File: src/rtl/rr_arbiter_4.sv
// Four-requester round-robin arbiter with registered grant index, valid flag and
// hold-limit timeout pulse. Grants are always separated by at least one idle cycle.
module rr_arbiter_4 #(
    parameter int HOLD_MAX = 15,
    parameter int CNT_W    = 4
) (
    input  logic       clk,
    input  logic       rst_n,
    input  logic [3:0] req,
    input  logic       release_i,
    output logic [1:0] gnt_idx,
    output logic       gnt_valid,
    output logic       timeout
);

    typedef enum logic {IDLE, GRANT} state_t;

    localparam bit               LIM_EN = (HOLD_MAX != 0);
    localparam logic [CNT_W-1:0] LIM    = CNT_W'((HOLD_MAX == 0) ? 0 : HOLD_MAX - 1);

    state_t           state;
    logic [1:0]       ptr;
    logic [CNT_W-1:0] hold_cnt;
    logic [1:0]       winner;
    logic             end_rel, end_wd, end_lim;

    // Scan offsets high to low so the nearest set bit at or after ptr wins.
    function automatic logic [1:0] pick(input logic [3:0] r, input logic [1:0] p);
        logic [1:0] w;
        w = p;
        for (int i = 3; i >= 0; i--) begin
            if (r[p + 2'(i)]) w = p + 2'(i);
        end
        return w;
    endfunction

    always_comb begin
        winner  = pick(req, ptr);
        end_rel = release_i;
        end_wd  = !req[gnt_idx];
        end_lim = LIM_EN && (hold_cnt == LIM);
    end

    always_ff @(posedge clk) begin
        if (!rst_n) begin
            state     <= IDLE;
            gnt_idx   <= 2'b00;
            gnt_valid <= 1'b0;
            timeout   <= 1'b0;
            ptr       <= 2'b00;
            hold_cnt  <= '0;
        end else if (state == IDLE) begin
            timeout <= 1'b0;
            if (|req) begin
                gnt_idx   <= winner;
                gnt_valid <= 1'b1;
                hold_cnt  <= '0;
                state     <= GRANT;
            end
        end else begin
            if (hold_cnt != '1) hold_cnt <= hold_cnt + CNT_W'(1);
            if (end_rel || end_wd || end_lim) begin
                gnt_valid <= 1'b0;
                state     <= IDLE;
                ptr       <= gnt_idx + 2'd1;
                // Only a pure hold-limit expiry counts as a timeout.
                timeout   <= end_lim && !end_rel && !end_wd;
            end else begin
                timeout <= 1'b0;
            end
        end
    end

endmodule
File: config.mk
export PLATFORM = sky130hd
export DESIGN_NAME = rr_arbiter_4
export DESIGN_NICKNAME = d
export VERILOG_FILES = /design/src/rtl/rr_arbiter_4.sv
export SDC_FILE = /design/constraint.sdc
export NUM_CORES = 1
export LEC_CHECK = 0
export BUFFER_PORTS_ARGS = -buffer_cell sky130_fd_sc_hd__buf_2
export CAP_MARGIN = 20
export CORE_ASPECT_RATIO = 1.2
export CORE_MARGIN = 4
export CORE_UTILIZATION = 35
export CTS_CLUSTER_DIAMETER = 50
export CTS_CLUSTER_SIZE = 8
export DETAILED_ROUTE_END_ITERATION = 8
export GPL_ROUTABILITY_DRIVEN = 0
export SLEW_MARGIN = 20
export SYNTH_ARGS = -nofsm -noshare
export SYNTH_HDL_FRONTEND = slang
export SYNTH_SLANG_ARGS = --single-unit
export TNS_END_PERCENT = 30
File: constraint.sdc
create_clock -name clk -period 1.8 [get_ports clk]
set_clock_uncertainty 0.15 [all_clocks]
set_input_delay 0.09 -clock clk [delete_from_list [all_inputs] [get_ports clk]]
set_output_delay 0.09 -clock clk [all_outputs]
set_load 0.01 [all_outputs]
==> reports/results.tsv, run 1 <==
metric	value	unit
status	complete, no violations	
synthesis.area	578	µm²
rsz0062_at_grt	false	
post-dp-hpwl	864	µm
port_buffers	10	
reg2reg_to	ptr[0]	
crit_required	1850	ps
crit_type	flop to flop	
antenna_found_initial	0	
vias	520	
r2r_start	gnt_idx[1]	
clk_latency	280	ps
clock.fmax	615	MHz
syn_inst	67	
die-area	0.00237	mm²
clock_path_buffers	2	
synth_area_leader_cell	dfxtp_1	
reg2reg_slack	170	ps
design_area	682	µm²
viasPerCell	5.31	
grt_pass1_wl	1.86	mm
cts_resized	0	
synthTopCellsByArea	dfxtp_1 (38%), nor2b_1 (5.4%), nand3_1 (5.2%)	
grt-ovfl-total	0	
ios	11	
clk_pin_slew	70	ps
max_slew_margin	80.0	%
syn2layout_area_growth	18.0	%
synth_cell_types	25	
yosys_register_bits	11	
finalCriticalPeriod	1630	ps
p_total	0.545	mW
endpoint_kind	flop	
rows	15	
synth_warnings	0	
tns	0	ps
pwr_density_cell	800	mW/mm²
synth_top_area_share	38.1	%
drc	0	
hold_viol_final	0	
cts_buffers	3	
reg2reg_depth	4	
setup_violations	0	
whs_endpoint	timeout	
wl_per_cell	11.3	µm
antennaDiodeCount	0	
finalMaxSlewViolations	0	
syn-mean-instance-area	8.63	µm²
coreArea	0.00150	mm²
syn-num-nets	76	
start_kind	flop	
num-nets-final	91	
dpl_cell_area	646	µm²
yosysSeqAreaShare	38.1	%
ant_nets	0	
min_period_over_period	90.3	%
root_buffer	clkbuf_4	
max-vdd-ir-drop	303	µV
arrival	1670	ps
dr.first_iter.drc_count	4	
final_core_util	45.4	%
hold_class	input pin to flop	
cap_violations	0	
start_util	38.5	%
grt_max_degree	11	
cts_tree	yes	
cts.sinks	11	
grt_pass1_vias	447	
p_leak	0.275	nW
grtUsageTotal	11.1	%
drive_above_1_share	21.0	%
drt-total-wl	1.11	mm
fp.dieW	45.1	µm
tightest_slew	297	ps
cp_max_fo	5	
dr.pass1.iters	4	
min-delay-start	release_i	
die_y	52.5	µm
min_path_cells	3	
h-tree-depth	1	
==> cells in the mapped netlist <==
cell / number
a2111o_1: 1
a211oi_1: 3
a21oi_1: 5
a21oi_4: 1
a31oi_1: 1
and3_1: 2
and4_1: 1
clkbuf_1: 1
dfxtp_1: 11
ha_1: 2
inv_1: 3
mux4_2: 1
nand2_1: 4
nand3_1: 6
nor2_1: 8
nor2b_1: 5
nor3_1: 1
nor3b_1: 2
nor4_1: 1
o211ai_1: 1
o21ai_0: 1
o221ai_1: 1
or2_2: 2
xnor2_1: 1
xor2_1: 2
==> report_power, final <==
part,leakage [nW],internal [mW],switching [mW],total (mW)
registers,0.0902,0.259,0.0184,0.278
logic,0.170,0.0458,0.0499,0.0958
clock network,0.0150,0.0861,0.0857,0.172
total,0.275,0.391,0.154,0.545
==> logic make-up after synthesis <==
group / Yosys count / synth area share (%)
AND/OR/NAND/NOR: 32 / 28.8
AO/OA/AOI/OAI: 14 / 17.7
flip-flops: 11 / 38.1
buffers and inverters: 4 / 2.60
XOR/XNOR: 3 / 4.55
adder cells (fa/ha/maj): 2 / 4.33
multiplexers: 1 / 3.90
==> per-stage QoR <==
step / cells / setup WS (ps) / hold WS [ps]
after floorplan: 67 / 186 / 75.7
after global placement: 93 / 197 / 245
after detailed placement: 93 / 164 / 226
after CTS: 98 / 149 / 25.8
after global routing: 98 / 9.53 / 37.8
final: 98 / 175 / 22.8
==> worst max path at each step <==
stage	cells past startpoint	slack, ps	from	endpoint
after CTS	4	150	gnt_idx[1]	ptr[1]
final	4	170	gnt_idx[1]	ptr[0]
after detailed placement	4	160	gnt_idx[1]	ptr[1]
after global placement	4	200	gnt_idx[1]	ptr[0]
after global routing	4	10	gnt_idx[1]	ptr[1]
after floorplan	4	190	gnt_idx[1]	ptr[1]
==> layer usage <==
metal	up-vias	wire (µm)	track usage, %
met3	6	69	3.78
met1	236	543	14.7
met2	11	452	13.9
met5	-	0	0
met4	0	41	8.78
li1	267	-	-
==> sequential cells by signal, indices dropped and copies added (netlist names) <==
register and count:
hold_cnt 4, gnt_idx 2, ptr 2, gnt_valid 1, state 1, timeout 1
==> cells in the final DEF (no fill, tap or decap), types with 2 or more instances in the layout <==
cell type	n
clkbuf_4	3
nor2b_1	5
ha_1	2
a21oi_1	5
nand2_1	4
and3_1	2
nor3b_1	2
xor2_1	2
or2_2	2
nor2_1	8
a211oi_1	3
nand3_1	6
buf_2	10
inv_1	3
dfxtp_1	11
==> cell type report <==
type | instances | area, µm²
Inverter | 3 | 11.3
Tap cell | 17 | 21.3
Sequential cell | 11 | 220
Multi-Input combinational cell | 52 | 343
Timing Repair Buffer | 11 | 60.1
Clock buffer | 4 | 26.3
Fill cell | 164 | 820
==> worst max-delay path, cell delays in order (launching register included) <==
cell	delay, ps
dfxtp_1	400
mux4_2	560
a21oi_4	190
nor2_1	60
a211oi_1	180
==> repair_timing <==
item | CTS | global route
setup endpoints to repair | 0 | 0
hold endpoints to repair | 4 | 0
buffers inserted | 0 | 0
hold buffers | 1 | 0
Power figures use the tool's default switching activity.
==> inputs of run 2 (changes only) <==
--- a/config.mk
+++ b/config.mk
@@ -10,6 +10,7 @@
 export CORE_ASPECT_RATIO = 1.2
 export CORE_MARGIN = 4
 export CORE_UTILIZATION = 35
+export CTS_BUF_LIST = sky130_fd_sc_hd__clkbuf_8
 export CTS_CLUSTER_DIAMETER = 50
 export CTS_CLUSTER_SIZE = 8
 export DETAILED_ROUTE_END_ITERATION = 8
==> run 2 against run 1 <==
Effect of this change: non-clock buffer count unchanged; sequential power about the same; first-iteration DRC count unchanged; hold slack improved by 46 ps; die area unchanged; clock power increased by 40%; critical path depth unchanged; final area increased by 2.8%; wire length increased by 0.36%; worst setup slack got worse by 1.4 ps; largest cell class unchanged.
==> reports/results.tsv, run 2 (synthesis gave the netlist of run 1 again) <==
metric	value	unit
whs	69.2	ps
drc	0	
viasPerCell	5.23	
grtUsageTotal	11.1	%
cts.sinks	11	
p_total	0.616	mW
fp.dieW	45.1	µm
drt-total-wl	1.11	mm
cts_buffers	3	
final_cell_mix	dfxtp_1 (11), buf_2 (10), nor2_1 (8), nand3_1 (6)	
coreArea	0.00150	mm²
arrival	1630	ps
reg2reg_depth	4	
grt-ovfl-total	0	
p_leak	0.287	nW
h-tree-depth	1	
grt_pass1_vias	442	
design_area	701	µm²
crit_type	flop to flop	
cts_tree	yes	
antenna_found_initial	0	
cap_violations	0	
layoutNonFillerInstCount	98	
clk_latency	240	ps
max-vdd-ir-drop	378	µV
dr.first_iter.drc_count	4	
root_buffer	clkbuf_8	
vias	513	
clock.fmax	615	MHz
grt_pass1_wl	1.86	mm
finalMaxSlewViolations	0	
status	complete, no violations	
dpl_cell_area	646	µm²
start_kind	flop	
syn2layout_area_growth	21.2	%
hold_class	input pin to flop	
largest_register_ffs	4	
setup_slack	173	ps
clk_pin_slew	50	ps
num-nets-final	91	
finalCriticalPeriod	1630	ps
antennaDiodeCount	0	
fillerInstances	163	
tightest_slew	296	ps
ios	11	
wl_per_cell	11.3	µm
die-area	0.00237	mm²
hold_viol_final	0	
pwr_density_cell	880	mW/mm²
die_y	52.5	µm
place_ws	164	ps
min_period_over_period	90.4	%
top_register	hold_cnt	
top_regs	hold_cnt: 4 flops, gnt_idx: 2 flops, ptr: 2 flops	
cp_max_fo	5	
ant_nets	0	
dr.pass1.iters	2	
post-dp-hpwl	864	µm
start_util	38.5	%
max_slew_margin	80.1	%
rows	15	
endpoint_kind	flop	
rsz0062_at_grt	false	
final_core_util	46.7	%
tns	0	ps
min_path_cells	3	
cts_resized	0	
setup_violations	0	
grt_max_degree	11	
clock_path_buffers	2	
final_common_cell	dfxtp_1	
port_buffers	10	
dp.cells	93	
drive_above_1_share	21.0	%
crit_required	1810	ps
[run 2: what timing repair did]
action,in CTS,in global routing
buffers inserted,0,0
hold buffers,1,0
endpoints found under the hold margin,3,0
[run 2: worst max-delay path: stages, from the launching register on]
cell      delay, ps
dfxtp_1         400
mux4_2          560
a21oi_4         190
nor2_1           60
a211oi_1        180
[run 2: final cells by class]
| type | instances | area (µm²) | area share, % |
|---|---|---|---|
| sequential | 11 | 220 | 31.4 |
| clock buffer | 3 | 41.3 | 5.89 |
| clock inverter | 1 | 3.75 | 0.536 |
| tap | 17 | 21.3 | 3.04 |
| multi-input combinational | 52 | 343 | 48.9 |
| timing repair buffer | 11 | 60.1 | 8.57 |
| inverter | 3 | 11.3 | 1.61 |
[run 2: power breakdown]
group	leakage (nW)	internal (mW)	switching [mW]
Sequential	0.0902	0.260	0.0188
Combinational	0.170	0.0459	0.0502
Clock	0.0269	0.150	0.0917
[run 2: worst paths after layout]
path,from,end,slack (ps)
worst max-delay path,gnt_idx[1],ptr[0],170
worst min-delay path,release_i,timeout,70
worst max register to register,gnt_idx[1],ptr[0],170
worst min register to register,hold_cnt[0],hold_cnt[0],350
[run 2: metal layers]
metal | share of wire (%) | routed length, µm | vias up | GRT usage, %
met4 | 2.5 | 28 | 0 | 8.78
met2 | 41 | 454 | 13 | 13.9
li1 | - | - | 268 | -
met1 | 50 | 553 | 229 | 14.7
met5 | 0 | 0 | - | 0
met3 | 6.6 | 73 | 3 | 3.78
